==> src/rtl/serial_subtractor_if.sv <==
// Start/done operand and result bundle for the bit-serial subtractor.
// The requester (master) drives start, din_a and din_b. The subtractor (slave) drives busy, done, diff, b_out and state_dbg.
//
// Handshake rules:
//   - start is sampled only while the subtractor is not busy.
//   - din_a and din_b are captured on the same edge that accepts start.
//   - done is a one-cycle pulse.
//   - diff and b_out become valid with done and stay held until the next done.
//   - While busy, start is ignored.
interface serial_subtractor_if #(
    parameter int WIDTH = 8
);
    logic             start;
    logic [WIDTH-1:0] din_a;
    logic [WIDTH-1:0] din_b;
    logic             busy;
    logic             done;
    logic [WIDTH-1:0] diff;
    logic             b_out;
    logic [1:0]       state_dbg;

    modport master (
        output start, din_a, din_b,
        input  busy, done, diff, b_out, state_dbg
    );

    modport slave (
        input  start, din_a, din_b,
        output busy, done, diff, b_out, state_dbg
    );
endinterface

==> src/rtl/serial_subtractor.sv <==
// Bit-serial unsigned subtractor: diff = din_a - din_b, LSB first, one bit per clock.
// A single borrow flop links the bits; result and final borrow are held until the next done.
module serial_subtractor #(
    parameter int WIDTH = 8
) (
    input  logic               clk,
    input  logic               rst,
    serial_subtractor_if.slave bus
);
    localparam int CNT_W = (WIDTH > 2) ? $clog2(WIDTH) : 1;
    localparam logic [CNT_W-1:0] LAST_BIT = CNT_W'(WIDTH - 1);

    typedef enum logic [1:0] {
        ST_IDLE = 2'd0,
        ST_RUN  = 2'd1,
        ST_DONE = 2'd2
    } state_t;

    state_t           state;
    logic [WIDTH-1:0] sh_a;
    logic [WIDTH-1:0] sh_b;
    logic [WIDTH-1:0] sh_res;
    logic             bor;
    logic [CNT_W-1:0] cnt;
    logic             busy_q;
    logic             done_q;
    logic [WIDTH-1:0] diff_q;
    logic             b_out_q;

    logic             a0;
    logic             b0;
    logic             bit_d;
    logic             bor_nxt;
    logic [WIDTH-1:0] res_nxt;

    // One full-subtractor slice acting on the current LSBs of the shifters.
    always_comb begin
        a0      = sh_a[0];
        b0      = sh_b[0];
        bit_d   = a0 ^ b0 ^ bor;
        bor_nxt = (~a0 & b0) | (~(a0 ^ b0) & bor);
        res_nxt = {bit_d, sh_res[WIDTH-1:1]};
    end

    always_ff @(posedge clk or posedge rst) begin
        if (rst) begin
            state   <= ST_IDLE;
            sh_a    <= '0;
            sh_b    <= '0;
            sh_res  <= '0;
            bor     <= 1'b0;
            cnt     <= '0;
            busy_q  <= 1'b0;
            done_q  <= 1'b0;
            diff_q  <= '0;
            b_out_q <= 1'b0;
        end else begin
            done_q <= 1'b0;
            case (state)
                ST_IDLE, ST_DONE: begin
                    if (bus.start) begin
                        sh_a   <= bus.din_a;
                        sh_b   <= bus.din_b;
                        sh_res <= '0;
                        bor    <= 1'b0;
                        cnt    <= '0;
                        busy_q <= 1'b1;
                        state  <= ST_RUN;
                    end else begin
                        state  <= ST_IDLE;
                    end
                end
                ST_RUN: begin
                    sh_a   <= sh_a >> 1;
                    sh_b   <= sh_b >> 1;
                    sh_res <= res_nxt;
                    bor    <= bor_nxt;
                    cnt    <= cnt + 1'b1;
                    // The last slice publishes directly from the combinational next values.
                    if (cnt == LAST_BIT) begin
                        state   <= ST_DONE;
                        busy_q  <= 1'b0;
                        done_q  <= 1'b1;
                        diff_q  <= res_nxt;
                        b_out_q <= bor_nxt;
                    end
                end
                default: begin
                    state  <= ST_IDLE;
                    busy_q <= 1'b0;
                end
            endcase
        end
    end

    assign bus.busy      = busy_q;
    assign bus.done      = done_q;
    assign bus.diff      = diff_q;
    assign bus.b_out     = b_out_q;
    assign bus.state_dbg = state;
endmodule
==> src/flat_wrapper.sv <==
// flat-port wrapper written by rule: the top's interface ports become plain ports
module serial_subtractor_flat 
#(
    parameter int WIDTH = 8
)
  (clk, rst, bus_start, bus_din_a, bus_din_b, bus_busy, bus_done, bus_diff, bus_b_out, bus_state_dbg);
  serial_subtractor_if #(.WIDTH(WIDTH)) bus_i ();
  input  logic clk;
  input  logic rst;
  input wire logic [$bits(bus_i.start)-1:0] bus_start;
  input wire logic [$bits(bus_i.din_a)-1:0] bus_din_a;
  input wire logic [$bits(bus_i.din_b)-1:0] bus_din_b;
  output wire logic [$bits(bus_i.busy)-1:0] bus_busy;
  output wire logic [$bits(bus_i.done)-1:0] bus_done;
  output wire logic [$bits(bus_i.diff)-1:0] bus_diff;
  output wire logic [$bits(bus_i.b_out)-1:0] bus_b_out;
  output wire logic [$bits(bus_i.state_dbg)-1:0] bus_state_dbg;
  assign bus_i.start = bus_start;
  assign bus_i.din_a = bus_din_a;
  assign bus_i.din_b = bus_din_b;
  assign bus_busy = bus_i.busy;
  assign bus_done = bus_i.done;
  assign bus_diff = bus_i.diff;
  assign bus_b_out = bus_i.b_out;
  assign bus_state_dbg = bus_i.state_dbg;
  serial_subtractor #(.WIDTH(WIDTH)) u_core (.clk(clk), .rst(rst), .bus(bus_i));
endmodule
==> config.mk <==
export PLATFORM = sky130hd
export DESIGN_NAME = serial_subtractor_flat
export DESIGN_NICKNAME = d
export VERILOG_FILES = /design/src/rtl/serial_subtractor_if.sv /design/src/rtl/serial_subtractor.sv /design/src/flat_wrapper.sv
export SDC_FILE = /design/constraint.sdc
export NUM_CORES = 1
export LEC_CHECK = 0
export ABC_CLOCK_PERIOD_IN_PS = 1400
export BUFFER_PORTS_ARGS = -buffer_cell sky130_fd_sc_hd__buf_4
export CELL_PAD_IN_SITES_DETAIL_PLACEMENT = 0
export CELL_PAD_IN_SITES_GLOBAL_PLACEMENT = 1
export CORE_ASPECT_RATIO = 0.75
export CORE_UTILIZATION = 41
export CTS_BUF_LIST = sky130_fd_sc_hd__clkbuf_8
export DETAILED_ROUTE_END_ITERATION = 8
export MAX_ROUTING_LAYER = met4
export PLACE_DENSITY_LB_ADDON = 0.12
export SLEW_MARGIN = 5
export SYNTH_ARGS = -nofsm -noshare
export SYNTH_HDL_FRONTEND = slang
export SYNTH_SLANG_ARGS = --single-unit
==> constraint.sdc <==
create_clock -name clk -period 1.4 [get_ports clk]
set_input_delay 0.14 -clock clk [delete_from_list [all_inputs] [get_ports clk]]
set_output_delay 0.14 -clock clk [all_outputs]
set_load 0.01 [all_outputs]
**Word level (Yosys, flattened, before mapping)**

Index checks and enable logic that the tools add are counted.

- Add/subtract/negate cells: 1
- Eq/ne operators: 5
- Multiplexer cells: 18
- Bitwise gates (word level): 7
- Reduce and logical (&&, ||, !) cells: 6

Operator list:

| cell | count |
|---|---|
| one-hot mux 8 bit (2 select lines) | 3 |
| two-way mux 8 bit | 3 |
| two-way mux 1 bit | 6 |
| one-hot mux 3 bit (2 select lines) | 1 |
| AND reduction 2 bit | 3 |
| one-hot mux 1 bit (2 select lines) | 2 |
| one-hot mux 2 bit (2 select lines) | 1 |
| adder 3 x 1 -> 3 bit, second input constant | 1 |
| == test 3 bit, second input constant | 1 |
| two-way mux 3 bit | 1 |
| bitwise AND 1 bit | 2 |
| == test 2 x 1 -> 1 bit, second input constant | 1 |
| == test 2 bit, second input constant | 1 |
| zero test 2 bit | 1 |
| two-way mux 2 bit | 1 |
| != test 2 x 1 -> 1 bit, second input constant | 1 |
| != test 2 bit, second input constant | 1 |
| NOT 1 bit | 2 |
| nonzero test 2 bit | 1 |
| OR reduction 2 bit | 1 |
| XOR 1 bit | 2 |
| bitwise OR 1 bit | 1 |

- Bits in registers: 41
- Bits of input ports: 19
- Output and inout bits: 13
- Word-level logic and storage cells: 47

**Depth between registers and ports, before layout**

- Depth after elaboration: 5
- Gate-level depth with buffers: 6
- Depth with buffers taken out: 5

**Worst setup path after synthesis**

No wires, ideal clock.

- Path type: reg-to-reg
- From: register u_core.cnt[0]
- To: register u_core.diff_q[1] (netlist: u_core.bus.diff[1])
- Library setup time: 0.125 ns
- Arrival: 1.358 ns
- Required time: 1.275 ns
- Slack: -0.083 ns
- Cell stages (with the launch flop): 6
- Path buffers: 1
- Clock period less this slack: 1.483 ns
- Cell sequence: dfrtp_1 -> ha_1 -> ha_1 -> nand3b_4 -> buf_4 -> mux2_2

- Cells in the longest elaborated chain, start to end: 2

RTL lines:

| item | RTL line | RTL |
|---|---|---|
| from (decl) | serial_subtractor.sv:24 | `logic [CNT_W-1:0] cnt;` |
| from (signal assigned) | serial_subtractor.sv:78 | `cnt <= cnt + 1'b1;` |
| == test 3 bit | serial_subtractor.sv:80 | `if (cnt == LAST_BIT) begin` |
| AND reduction 2 bit (no line) | n/a |  |
| to (signal assigned) | serial_subtractor.sv:84 | `diff_q <= res_nxt;` |
| to (decl) | serial_subtractor.sv:27 | `logic [WIDTH-1:0] diff_q;` |

Every way passes these cells.
A chain may end at the register's enable or synchronous reset.

**Worst setup path after layout**

- From: register u_core.cnt[1]
- To: register u_core.diff_q[1] (netlist: u_core.bus.diff[1])

The elaborated chain is that of the path after synthesis.

==> flow_summary.rst <==
.. list-table::
   :header-rows: 1

   * - Metric
     - Value
   * - Fin Clk Skew
     - 9.46 ps
   * - Number of pins exceeding their max-slew limit in the final report
     - 0
   * - Run status
     - finished clean
   * - Drt wl/cell
     - 14.0 µm
   * - Max-Cap Viols
     - 0
   * - Cell depth of the worst min-delay path
     - 3
   * - Yosys synthesis warning count
     - 0
   * - Distinct cells, synth
     - 26
   * - Total overflow reported by the global router
     - 0
   * - Signed area change from the synthesized netlist to the final layout
     - 25.8%
   * - Final count of negative-setup-slack endpoints
     - 0
   * - Total power divided by cell area
     - 2180 mW/mm²
   * - Worst reg2reg path depth
     - 4
   * - Family with the most delay on the worst path
     - flip-flops
   * - CTS tree
     - done
   * - Number of flip-flops and latches in the synthesized netlist
     - 40
   * - Nets in the synthesized netlist
     - 166
   * - Largest stage delay on the critical path
     - 400 ps
   * - Reg-to-reg startpoint
     - u_core.cnt[1]$_DFFE_PP0P_
   * - Type of the worst min-delay path
     - input pin to register
   * - Overall power consumption
     - 4.77 mW
   * - Leading cell types in the layout, fill and taps excluded
     - sky130_fd_sc_hd__buf_4 (44), sky130_fd_sc_hd__dfrtp_1 (39), sky130_fd_sc_hd__nor2_1 (16)
   * - Maximum number of pins on one net before global-route repair
     - 41
   * - Vias in the first global route
     - 1217
   * - Antenna diode count
     - 0
   * - Crit Path Class
     - register to register
   * - Fraction of layout cells with a size suffix above 1
     - 0.372
   * - Buffer depth of the longest clock path
     - 2
   * - Post-detail-place hpwl
     - 2.30 mm
   * - Hold Violations, Final
     - 0
   * - Origin of the worst min-delay path
     - bus_din_a[5]
   * - Final Critical Period
     - 1390 ps
   * - Synthesized instance count
     - 144
   * - Terminus of the critical flop-to-flop path
     - u_core.bus.diff[1]$_DFFE_PP0P_
   * - All-Layer GR Usage
     - 0.170
   * - Die outline width
     - 77.2 µm
   * - FP Rows
     - 20
   * - Synth area leader
     - sky130_fd_sc_hd__dfrtp_1
   * - Fmax achieved
     - 721 MHz
   * - First DRT Iteration DRCs
     - 99
   * - Stages on the worst setup path
     - 4
   * - Clock-pin slew reported for the worst setup and hold paths after clock tree synthesis
     - 80 ps
   * - Terminating pin of the worst hold path
     - u_core.sh_a[5]$_DFFE_PP0P_
   * - Fin Setup TNS
     - 0 ps
   * - Number of DRC violations after detailed routing
     - 0
   * - Portion of synthesized cell area occupied by the leading cell type
     - 0.576
   * - DP Worst Slack
     - 12.0 ps
   * - Count of port buffers added during placement
     - 31
   * - Post-detailed-routing wire length
     - 3.39 mm
   * - Sink Count
     - 40
   * - Detailed-routing iteration count for the pre-antenna-repair pass
     - 6
   * - Post-CTS Setup Inserts
     - 0
   * - Setup slack, reg-to-reg
     - 10 ps
   * - Clock buffer count from CTS
     - 5
   * - Final #Nets
     - 210
   * - Kind of start point of the critical path
     - register
   * - Via-per-instance ratio
     - 5.06
   * - Share of synthesized area occupied by flip-flops and latches
     - 0.576
   * - Most common cell after layout, fill and taps aside
     - sky130_fd_sc_hd__buf_4
   * - Pin slew with the least headroom to its limit
     - 503 ps
   * - Min setup slack post-route
     - 13.2 ps
   * - Boundary pin count
     - 32
   * - Antenna violations before repair
     - 0
   * - Crit share post-route
     - 0.991
   * - Wire length of the first global-routing pass
     - 5.62 mm
   * - Clock latency on the worst-skew pair
     - 290 ps
   * - Lkg Pwr
     - 1.06 nW
   * - Std-Cell Core Area
     - 0.00405 mm²
   * - Worst VDD drop
     - 811 µV
   * - Routed via count
     - 1229
   * - Cell Area, Synth
     - 0.00174 mm²
   * - Unrepaired setup endpoints after global routing
     - true
   * - Die area
     - 0.00450 mm²
   * - Sequence of cells on the critical path
     - ha_2 -> ha_4 -> nand3b_2 -> mux2_2
   * - Count of nets left with antenna violations after detail routing
     - 0
   * - Die H
     - 58.4 µm
   * - Data arrival at the endpoint of the critical path
     - 1570 ps
   * - Count of H-tree levels built during CTS
     - 2
   * - Average size of a mapped cell
     - 12.1 µm²
   * - Worst path bufs/invs
     - 0
   * - Critical Path Slowest Stage Cell
     - sky130_fd_sc_hd__dfrtp_1
   * - Launch point of the critical path
     - u_core.cnt[1]$_DFFE_PP0P_
   * - Ranking of synthesized cells by area
     - sky130_fd_sc_hd__dfrtp_1 (58%), sky130_fd_sc_hd__mux2_2 (7.1%), sky130_fd_sc_hd__a22o_1 (6.1%), sky130_fd_sc_hd__o22ai_1 (4.7%), sky130_fd_sc_hd__nor3_1 (3.5%)
   * - Required time of the critical path
     - 1580 ps
   * - Initial cell density of the core
     - 0.428
   * - Worst setup EP type
     - register
   * - Normalized max-slew margin
     - 0.665
   * - Buffer cell driving the clock tree root
     - sky130_fd_sc_hd__clkbuf_8
   * - Maximum fanout along the worst path
     - 6
   * - Gp weighted congestion
     - 0.732
[cells in the mapped netlist]
| library cell | number |
|---|---|
| sky130_fd_sc_hd__nand2_1 | 6 |
| sky130_fd_sc_hd__ha_1 | 2 |
| sky130_fd_sc_hd__inv_1 | 5 |
| sky130_fd_sc_hd__a221o_1 | 1 |
| sky130_fd_sc_hd__clkbuf_1 | 1 |
| sky130_fd_sc_hd__a22o_1 | 12 |
| sky130_fd_sc_hd__mux2_1 | 2 |
| sky130_fd_sc_hd__mux2_2 | 11 |
| sky130_fd_sc_hd__nand3_1 | 1 |
| sky130_fd_sc_hd__a21oi_1 | 1 |
| sky130_fd_sc_hd__mux2i_1 | 1 |
| sky130_fd_sc_hd__nor2b_4 | 1 |
| sky130_fd_sc_hd__nor2_1 | 16 |
| sky130_fd_sc_hd__xnor2_1 | 1 |
| sky130_fd_sc_hd__o21ai_0 | 4 |
| sky130_fd_sc_hd__dfrtp_1 | 40 |
| sky130_fd_sc_hd__nor3_1 | 12 |
| sky130_fd_sc_hd__buf_2 | 2 |
| sky130_fd_sc_hd__nor2_4 | 1 |
| sky130_fd_sc_hd__buf_4 | 3 |
| sky130_fd_sc_hd__fa_1 | 1 |
| sky130_fd_sc_hd__nand3b_4 | 1 |
| sky130_fd_sc_hd__nand2b_1 | 2 |
| sky130_fd_sc_hd__o22ai_1 | 13 |
| sky130_fd_sc_hd__buf_6 | 3 |
| sky130_fd_sc_hd__and2b_4 | 1 |
[how the worst max path moves through the flow]
stage	end	slack [ps]
2_1_floorplan	u_core.bus.diff[1]$_DFFE_PP0P_	0.4
3_3_place_gp	u_core.bus.diff[6]$_DFFE_PP0P_	40
3_5_place_dp	u_core.bus.diff[1]$_DFFE_PP0P_	10
4_1_cts	u_core.bus.diff[1]$_DFFE_PP0P_	-0.8
5_1_grt	u_core.bus.diff[7]$_DFFE_PP0P_	-30
6_report	u_core.bus.diff[1]$_DFFE_PP0P_	10
[power breakdown]
| group | leakage (nW) | switching (mW) | internal, mW | total (mW) |
|---|---|---|---|---|
| logic | 0.525 | 0.918 | 1.09 | 2.01 |
| registers | 0.496 | 0.355 | 1.68 | 2.03 |
| clock network | 0.0400 | 0.395 | 0.337 | 0.732 |
[area by class of cell]
| type | instances | area, µm² |
|---|---|---|
| sequential | 40 | 1000 |
| clock inverter | 2 | 12.5 |
| clock buffer | 5 | 68.8 |
| multi-input combinational | 91 | 673 |
| timing repair buffer | 45 | 340 |
| inverter | 5 | 18.8 |
| fill | 376 | 1870 |
| tap | 55 | 68.8 |
[flip-flops by register name (all words and copies together) (netlist names)]
register              flops
u_core.sh_a               8
u_core.sh_b               8
u_core.sh_res             7
u_core.bus.b_out          1
u_core.bus.done           1
u_core.bus.busy           1
u_core.bus.state_dbg      2
u_core.bus.diff           8
u_core.bor                1
u_core.cnt                3
[repair_timing]
item / 4_1_cts / 5_1_grt
setup endpoints to repair: 1 / 8
cloned: 0 / 1
hold endpoints to repair: 8 / 0
hold buffers: 1 / 0
resized for setup: 0 / 2
[metal layers]
metal / global-route usage / vias up / part of all wire
li1: - / 604 / -
met3: 0.0419 / 7 / 0.054
met4: 0.0836 / 0 / 0.017
met2: 0.233 / 29 / 0.42
met1: 0.236 / 589 / 0.51
met5: - / - / 0
[cells by family after synthesis]
group,count (synthesis),synth area share
buffers and inverters,14,0.0511
AOI/OAI and AO/OA,31,0.128
xor gates and xnor gates,1,0.00504
and+or+nand+nor,41,0.124
DFF,40,0.576
muxes,14,0.0901
adders and majority gates,3,0.0259
[tightest hold or removal path, delay by kind of cell]
family	cells	cell delay (ps)
buffers and inverters	1	70
and+or+nand+nor	1	80
AOI/OAI and AO/OA	1	50
[stage by stage]
step                cell area (µm²)   util  cells  hold WS [ps]
global placement               2070  0.511    234           295
CTS                            2160  0.533    242          74.3
finish                         2180  0.539    243          81.4
global route                   2180  0.539    243          88.3
floorplan                      1750      -    144           280
detailed placement             2070  0.511    234           320
Power figures use the tool's default switching activity.
